`src/rtl/score_high_tracker_if.sv`:
```
// Bundle between the score counter side and the display side of score_high_tracker.
// The master drives the live score and round control; the slave returns high score and display data.
interface score_high_tracker_if;
  logic [7:0] score_bcd;
  logic       game_active;
  logic       clear_high;
  logic [7:0] high_score;
  logic       new_record;
  logic [7:0] display_bcd;
  logic       record_blink;

  modport master (
    output score_bcd, game_active, clear_high,
    input  high_score, new_record, display_bcd, record_blink
  );

  modport slave (
    input  score_bcd, game_active, clear_high,
    output high_score, new_record, display_bcd, record_blink
  );
endinterface

```
`src/rtl/score_high_tracker.sv`:
```
// Round-based high score keeper with record blink for the seven-segment stage.
// Optional macro HIGH_SCORE_LIVE_EN: update the high score live during play.
module score_high_tracker #(
  parameter int BLINK_PERIOD = 25000000
) (
  input  logic                  clock,
  input  logic                  reset,
  score_high_tracker_if.slave   bus
);

  localparam int CNT_W = (BLINK_PERIOD > 1) ? $clog2(BLINK_PERIOD) : 1;
  localparam logic [CNT_W-1:0] CNT_LAST = CNT_W'(BLINK_PERIOD - 1);
  localparam logic [7:0] BLANK = 8'hFF;

  typedef enum logic [1:0] {
    IDLE    = 2'd0,
    PLAYING = 2'd1,
    COMPARE = 2'd2,
    RESULT  = 2'd3
  } state_t;

  state_t           state_q, state_d;
  logic [7:0]       final_q, final_d;
  logic [7:0]       high_q, high_d;
  logic             nr_q, nr_d;
  logic [CNT_W-1:0] cnt_q, cnt_d;
  logic             blink_q, blink_d;
  logic [7:0]       disp_q, disp_d;

  // Digits above 9 would compare larger than any legal score; they never count.
  function automatic logic digits_ok(input logic [7:0] v);
    return (v[7:4] <= 4'd9) && (v[3:0] <= 4'd9);
  endfunction

  always_comb begin
    state_d = state_q;
    final_d = final_q;
    high_d  = high_q;
    nr_d    = nr_q;
    cnt_d   = '0;
    blink_d = 1'b0;
    disp_d  = disp_q;

    case (state_q)
      IDLE: begin
        if (bus.game_active) state_d = PLAYING;
      end
      PLAYING: begin
        if (!bus.game_active) begin
          state_d = COMPARE;
          final_d = bus.score_bcd;
        end
`ifdef HIGH_SCORE_LIVE_EN
        if (digits_ok(bus.score_bcd) && (bus.score_bcd > high_q)) begin
          high_d = bus.score_bcd;
          nr_d   = 1'b1;
        end
`endif
      end
      COMPARE: begin
        state_d = RESULT;
        if (digits_ok(final_q) && (final_q > high_q)) begin
          high_d = final_q;
          nr_d   = 1'b1;
        end
      end
      RESULT: begin
        if (bus.game_active) begin
          state_d = PLAYING;
          nr_d    = 1'b0;
        end else if (nr_q) begin
          if (cnt_q == CNT_LAST) begin
            blink_d = ~blink_q;
          end else begin
            cnt_d   = cnt_q + 1'b1;
            blink_d = blink_q;
          end
        end
      end
      default: state_d = IDLE;
    endcase

    // A clear beats any same-edge update and also stops a running blink.
    if (bus.clear_high) begin
      high_d  = 8'h00;
      nr_d    = 1'b0;
      cnt_d   = '0;
      blink_d = 1'b0;
    end

    // Display follows next-state values so the blank phase lines up with record_blink.
    case (state_d)
      IDLE:             disp_d = high_d;
      PLAYING, COMPARE: disp_d = bus.score_bcd;
      RESULT:           disp_d = (nr_d && blink_d) ? BLANK : final_d;
      default:          disp_d = high_d;
    endcase
  end

  always_ff @(posedge clock or negedge reset) begin
    if (!reset) begin
      state_q <= IDLE;
      final_q <= 8'h00;
      high_q  <= 8'h00;
      nr_q    <= 1'b0;
      cnt_q   <= '0;
      blink_q <= 1'b0;
      disp_q  <= 8'h00;
    end else begin
      state_q <= state_d;
      final_q <= final_d;
      high_q  <= high_d;
      nr_q    <= nr_d;
      cnt_q   <= cnt_d;
      blink_q <= blink_d;
      disp_q  <= disp_d;
    end
  end

  assign bus.high_score   = high_q;
  assign bus.new_record   = nr_q;
  assign bus.display_bcd  = disp_q;
  assign bus.record_blink = blink_q;

endmodule

```
`src/flat_wrapper.sv`:
```
// flat-port wrapper written by rule: the top's interface ports become plain ports
module score_high_tracker_flat 
#(
  parameter int BLINK_PERIOD = 25000000
)
  (clock, reset, bus_score_bcd, bus_game_active, bus_clear_high, bus_high_score, bus_new_record, bus_display_bcd, bus_record_blink);
  score_high_tracker_if bus_i ();
  input  logic clock;
  input  logic reset;
  input wire logic [$bits(bus_i.score_bcd)-1:0] bus_score_bcd;
  input wire logic [$bits(bus_i.game_active)-1:0] bus_game_active;
  input wire logic [$bits(bus_i.clear_high)-1:0] bus_clear_high;
  output wire logic [$bits(bus_i.high_score)-1:0] bus_high_score;
  output wire logic [$bits(bus_i.new_record)-1:0] bus_new_record;
  output wire logic [$bits(bus_i.display_bcd)-1:0] bus_display_bcd;
  output wire logic [$bits(bus_i.record_blink)-1:0] bus_record_blink;
  assign bus_i.score_bcd = bus_score_bcd;
  assign bus_i.game_active = bus_game_active;
  assign bus_i.clear_high = bus_clear_high;
  assign bus_high_score = bus_i.high_score;
  assign bus_new_record = bus_i.new_record;
  assign bus_display_bcd = bus_i.display_bcd;
  assign bus_record_blink = bus_i.record_blink;
  score_high_tracker #(.BLINK_PERIOD(BLINK_PERIOD)) u_core (.clock(clock), .reset(reset), .bus(bus_i));
endmodule
```
`config.mk`:
```
export PLATFORM = sky130hd
export DESIGN_NAME = score_high_tracker_flat
export DESIGN_NICKNAME = d
export VERILOG_FILES = /design/src/rtl/score_high_tracker_if.sv /design/src/rtl/score_high_tracker.sv /design/src/flat_wrapper.sv
export SDC_FILE = /design/constraint.sdc
export NUM_CORES = 1
export LEC_CHECK = 0
export CAP_MARGIN = 20
export CELL_PAD_IN_SITES_DETAIL_PLACEMENT = 1
export CELL_PAD_IN_SITES_GLOBAL_PLACEMENT = 1
export CORE_UTILIZATION = 40
export DETAILED_ROUTE_END_ITERATION = 6
export PLACE_DENSITY = 0.85
export SLEW_MARGIN = 15
export SYNTH_ARGS = -nofsm -noshare
export SYNTH_HDL_FRONTEND = slang
export SYNTH_SLANG_ARGS = --single-unit
export TNS_END_PERCENT = 30
```
`constraint.sdc`:
```
create_clock -name clock -period 4.8 [get_ports clock]
set_input_delay 0.72 -clock clock [delete_from_list [all_inputs] [get_ports clock]]
set_output_delay 0.72 -clock clock [all_outputs]
set_load 0.03 [all_outputs]
```
# Word-level counts from Yosys, hierarchy flattened
# Index checks and enable logic that the tools add are counted.
# totals
reg_bits	53
inputBits	12
output_inout_bits	18
wordCells	50
# classes
add_sub_neg	1
order_cmp	3
n_eq_ne	7
mux	24
bitwise_logic	1
n_reduce_logical	7
# op_table
op	n
2-to-1 mux 25 bit	5
2-to-1 mux 8 bit	6
adder 25 x 1 -> 25 bit (second input constant)	1
equality test 25 bit (second input constant)	1
one-hot mux 8 bit (3 select lines)	1
equality test 2 bit (second input constant)	4
greater-than comparator 8 bit	1
less-or-equal comparator 4 bit (second input constant)	2
2-to-1 mux 1 bit	8
one-hot mux 2 bit (3 select lines)	1
equality test 2 x 1 -> 1 bit (second input constant)	2
zero test 2 bit	2
2-to-1 mux 2 bit	2
OR reduction 2 bit	2
logical AND 1 bit	3
one-hot mux 1 bit (2 select lines)	1
NOT 1 bit	1

# Logic depth before layout (Yosys ltp)
# depth
ltp_word	9
ltp_mapped	11
ltp_nobuf	10

# Worst setup path before layout
# OpenSTA, ideal clock, no wires.
# synth_timing
kind	register to register
from	register u_core.high_q[1] (netlist: u_core.bus.high_score[1])
to	register u_core.disp_q[0] (netlist: u_core.bus.display_bcd[0])
setup_time_ps	136
arrival_time_ps	2099
path_slack_ps	2565
path_stages_with_launch	10
period_less_slack_ps	2235
path_cell_list	dfrtp_1 > inv_1 > ha_1 > nor2b_1 > o211ai_1 > a21oi_1 > o21ai_0 > buf_1 > mux2i_1 > o22ai_1
# synth_between
elab_chain_len	8
elab_cells_between_ends	11
# synth_lines
element	line	source
from (decl)	score_high_tracker.sv:24	logic [7:0] high_q, high_d;
from (signal assigned)	score_high_tracker.sv:112	high_q <= high_d;
greater-than comparator 8 bit (*)	score_high_tracker.sv:62	if (digits_ok(final_q) && (final_q > high_q)) begin
logical AND 1 bit (*)	score_high_tracker.sv:62	
2-to-1 mux 1 bit	score_high_tracker.sv:62	
one-hot mux 1 bit (2 select lines)	score_high_tracker.sv:44	case (state_q)
2-to-1 mux 1 bit	score_high_tracker.sv:84	if (bus.clear_high) begin
logical AND 1 bit	score_high_tracker.sv:95	RESULT: disp_d = (nr_d && blink_d) ? BLANK : final_d;
2-to-1 mux 8 bit	score_high_tracker.sv:95	
one-hot mux 8 bit (3 select lines) (*)	score_high_tracker.sv:92	case (state_d)
net u_core.disp_d[0]	score_high_tracker.sv:28	logic [7:0] disp_q, disp_d;
to (signal assigned)	score_high_tracker.sv:116	disp_q <= disp_d;
to (decl)	score_high_tracker.sv:28	
# Mark *: on every way through the listed nets, which the timed path passes. The rest lies on a longest branch.

# Final worst setup path
# layout_timing
from	input port bus_game_active
to	register u_core.disp_q[7] (netlist: u_core.bus.display_bcd[7])
# layout_between
elab_cells_between_ends	19
# layout_rtl
element	line	source
from (decl)	flat_wrapper.sv:11	input wire logic [$bits(bus_i.game_active)-1:0] bus_game_active;
2-to-1 mux 2 bit (on tied branches)	score_high_tracker.sv:46, score_high_tracker.sv:68, score_high_tracker.sv:49	
one-hot mux 2 bit (3 select lines) (*)	score_high_tracker.sv:44	
net u_core.state_d[1]	score_high_tracker.sv:22	state_t state_q, state_d;
equality test 2 x 1 -> 1 bit / equality test 2 bit (equally long branches)	score_high_tracker.sv:92	
OR reduction 2 bit	score_high_tracker.sv:92	
one-hot mux 8 bit (3 select lines) (*)	score_high_tracker.sv:92	
net u_core.disp_d[7]	score_high_tracker.sv:28	
# Marked as above.

==> impl_metrics.py <==
metrics = {
    "run_status": {
        "status": "finished, violations left",
        "violations": "DRC",
    },
    "synth": {
        "synth.mux.area_fraction": 0.0586,
        "synth-warning-count": 0,
        "synth_top_family_by_area": "simple AND/OR/NAND/NOR gates",
        "synth_seq_area_share": 0.489,
        "yosys.area_share.simple": 0.165,
        "synth_xor_area_frac": 0.0645,
        "synth_edf_count": 0,
        "synth_area_sq_mm": 0.00271,
        "synth_compound_area_frac": 0.104,
        "yosys.area_share.adder": 0.0692,
        "ys_types": 39,
        "syn_nets": 297,
        "synth_seq_cells": 53,
        "syn_area_per_cell_sq_um": 10.1,
        "async_reset_ff_frac": 1.00,
        "synth_ff_type": "dfrtp_1",
        "synthCells": 270,
    },
    "drt": {
        "avgViaCountPerCell": 5.49,
        "first_iter_violations": 130,
        "wl_per_cell_um": 16.7,
        "drtPass1Iterations": 7,
        "antenna_left": 0,
        "drc": 4,
        "finalWirelength_um": 6230,
        "vias": 2048,
    },
    "pwr": {
        "cellLeakagePower_nw": 1.29,
        "switchingPower_w": 0.000694,
        "clkPwrFrac": 0.151,
        "ir_drop_v": 0.000196,
        "seq_power_share": 0.364,
        "p_per_area_mw_per_mm2": 536,
        "pwr-share-comb": 0.485,
        "intPower_w": 0.000994,
        "p_sw_frac": 0.411,
    },
    "floorplanning": {
        "num_rows": 29,
        "core_area_sq_mm": 0.00646,
        "chipHeight_um": 84.4,
        "io-pin-count": 30,
        "die_x_um": 84.4,
        "dieArea_sq_mm": 0.00712,
        "initial_core_util": 0.420,
    },
    "global_route": {
        "overflow": 0,
        "grt_pass1_vias": 2208,
        "grt_pass1_wl_um": 10900,
        "antenna_found_initial": 0,
        "track_usage": 0.193,
        "grt_max_degree": 54,
    },
    "clock_tree": {
        "cts_hold_buffers": 0,
        "clk_path_buf_depth": 2,
        "cts_root_buffer": "clkbuf_8",
        "clk_pin_slew_ns": 0.10,
        "cts_tree": "built",
        "numCtsBuffers": 5,
        "cts_resized": 0,
        "clock_sinks": 53,
        "cts_setup_buffers": 0,
        "clock_latency_ns": 0.31,
        "htreeDepth": 2,
    },
    "flow_run": {
        "drv_cap": 0,
    },
    "critical_path": {
        "crit_type": "input port to flop",
        "crit_path_cell_trace": "clkdlybuf4s50_1 > nand2_1 > a21boi_0 > ha_1 > inv_1 > a211oi_4 > a221oi_1 > o22ai_1",
        "cp-end-kind": "flop",
        "critical-path-slowest-cell": "ha_1",
        "reg2reg_slack_ns": 2.17,
        "critical-path-max-stage-delay_ns": 0.50,
        "crit_path_max_fanout": 9,
        "start_kind": "input port",
        "cp_num_buf_inv": 2,
        "critical_path_arrival_ns": 3.12,
        "cp.required_ns": 5.02,
        "r2r-start": "u_core.state_q[0]",
        "r2r_end": "u_core.bus.display_bcd[7]",
        "cp_top_family": "compound AO/OA/AOI/OAI gates",
        "reg2reg_depth": 10,
    },
    "timing": {
        "slew_headroom": 0.480,
        "rsz0062_at_grt": "false",
        "drv_slew": 0,
        "fin_crit_ns": 2.89,
        "worst_clock_skew_ns": 0.00989,
        "timing.fmax_mhz": 345,
        "min_period_over_period": 0.603,
        "tightest_slew_ns": 0.778,
        "setup_viol": 0,
        "tns_ns": 0,
        "hold_viol": 0,
    },
    "cells_and_area": {
        "nets": 322,
        "fillers": 740,
        "area_delta_synth_final_pct": 16.1,
        "design_area_sq_mm": 0.00315,
        "layout-drive-gt1-share": 0.0912,
        "n_antenna_cell": 0,
    },
    "min_path": {
        "min_to": "u_core.cnt_q[0]",
        "hp-class": "flop to flop",
        "min_from": "u_core.cnt_q[0]",
        "min_delay_path_depth": 1,
    },
    "place": {
        "dpl_cell_area_sq_mm": 0.00306,
        "post-dp-hpwl_um": 4450,
        "gp_congestion": 0.756,
        "io_buffers": 29,
    },
}
-- layer usage --
layer / wire (um) / vias up / global-route usage
met3: 210 / 10 / 0.0315
li1: - / 972 / -
met4: 89 / 0 / 0.0539
met2: 3180 / 37 / 0.341
met1: 2750 / 1029 / 0.247
met5: 0 / - / 0
-- worst reg2reg max path: cells and delay by family, from the launching register on --
family          cells  cell delay [ns]
fa+ha+maj           2             0.71
flops               1             0.46
compound gates      5             1.01
buf+inv             3             0.36
-- power groups by stage --
stage / logic, W / clock network, W / registers (W)
finish: 0.000819 / 0.000254 / 0.000615
global route: 0.000901 / 0.000284 / 0.000628
CTS: 0.000821 / 0.000266 / 0.000616
detailed placement: 0.000816 / 0 / 0.000626
global placement: 0.000771 / 0 / 0.000619
floorplan: 0.000471 / 0 / 0.000695
-- layout by cell type (no fill, tap or decap), types with 2 or more instances in the layout --
| cell type | instances |
|---|---|
| dfrtp_1 | 53 |
| nor2_1 | 39 |
| clkdlybuf4s50_1 | 28 |
| inv_1 | 23 |
| ha_1 | 15 |
| xnor2_1 | 14 |
| nand2_1 | 13 |
| o21ai_0 | 9 |
| a21oi_1 | 9 |
| nand3_1 | 8 |
| mux2i_1 | 8 |
| o22ai_1 | 8 |
| mux2_2 | 7 |
| a221oi_1 | 6 |
| nor3_1 | 6 |
| xor2_1 | 6 |
| or3_1 | 5 |
| clkbuf_8 | 5 |
| nand4_1 | 3 |
| nor2b_1 | 2 |
| and3_1 | 2 |
| nor4b_1 | 2 |
| a221oi_2 | 2 |
| or2_2 | 2 |
| nor4_1 | 2 |
| clkinv_4 | 2 |
| buf_4 | 2 |
-- flip-flops by register name (all words and copies together) (netlist names) --
register and count:
u_core.bus.display_bcd 8, u_core.final_q 8, u_core.bus.new_record 1, u_core.bus.high_score 8, u_core.cnt_q 25, u_core.bus.record_blink 1
u_core.state_q 2
-- kinds of logic (layout without fill, tap and decap cells) --
group / count (synthesis) / count (layout)
compound gates: 40 / 40
xor+xnor: 20 / 20
fa+ha+maj: 15 / 15
buf+inv: 36 / 62
flops: 53 / 53
mux: 15 / 15
simple gates: 91 / 91
-- synthesized netlist by cell type (2+ instances only) --
library cell | count | area, sq um
a21oi_1 | 9 | 45.0
a221oi_1 | 6 | 52.6
a221oi_2 | 2 | 30.0
and3_1 | 2 | 12.5
buf_1 | 4 | 15.0
clkbuf_1 | 8 | 30.0
dfrtp_1 | 53 | 1330
ha_1 | 15 | 188
inv_1 | 23 | 86.3
mux2_2 | 7 | 78.8
mux2i_1 | 8 | 80.1
nand2_1 | 13 | 48.8
nand3_1 | 8 | 40.0
nand4_1 | 3 | 18.8
nor2_1 | 39 | 146
nor2b_1 | 2 | 12.5
nor3_1 | 6 | 30.0
nor4_1 | 2 | 12.5
nor4b_1 | 2 | 17.5
o21ai_0 | 9 | 45.0
o22ai_1 | 8 | 50.1
or2_2 | 2 | 12.5
or3_1 | 5 | 31.3
xnor2_1 | 14 | 123
xor2_1 | 6 | 52.6
-- how the worst max path moves through the flow --
stage,start,endpoint,slack (ns),cells after the start
6_report,bus_game_active,u_core.bus.display_bcd[7],1.91,8
5_1_grt,bus_game_active,u_core.bus.display_bcd[4],1.74,8
4_1_cts,bus_game_active,u_core.bus.display_bcd[7],1.96,8
3_5_place_dp,bus_game_active,u_core.bus.display_bcd[7],1.63,8
3_3_place_gp,bus_game_active,u_core.bus.display_bcd[4],1.86,8
2_1_floorplan,u_core.bus.high_score[1],u_core.bus.display_bcd[0],2.56,9
-- through the flow --
stage	setup slack, ns	util	cells	power [W]	hold WS [ns]
3_3_place_gp	1.86	0.474	365	0.00139	0.501
6_report	1.91	0.488	373	0.00169	0.518
5_1_grt	1.74	0.488	373	0.00181	0.552
2_1_floorplan	2.56	-	270	0.00117	0.424
4_1_cts	1.96	0.488	373	0.00170	0.524
3_5_place_dp	1.63	0.474	365	0.00144	0.511
-- area by class of cell --
| class | instances | area, sq um | share of cell area |
|---|---|---|---|
| timing repair buffer | 31 | 300 | 0.0953 |
| inverter | 23 | 86.3 | 0.0274 |
| clock inverter | 3 | 22.5 | 0.00715 |
| clock buffer | 5 | 68.8 | 0.0218 |
| multi-input combinational | 181 | 1250 | 0.397 |
| sequential | 53 | 1330 | 0.421 |
| tap | 77 | 96.3 | 0.0306 |
No activity file was read; power rests on OpenSTA's default activity.
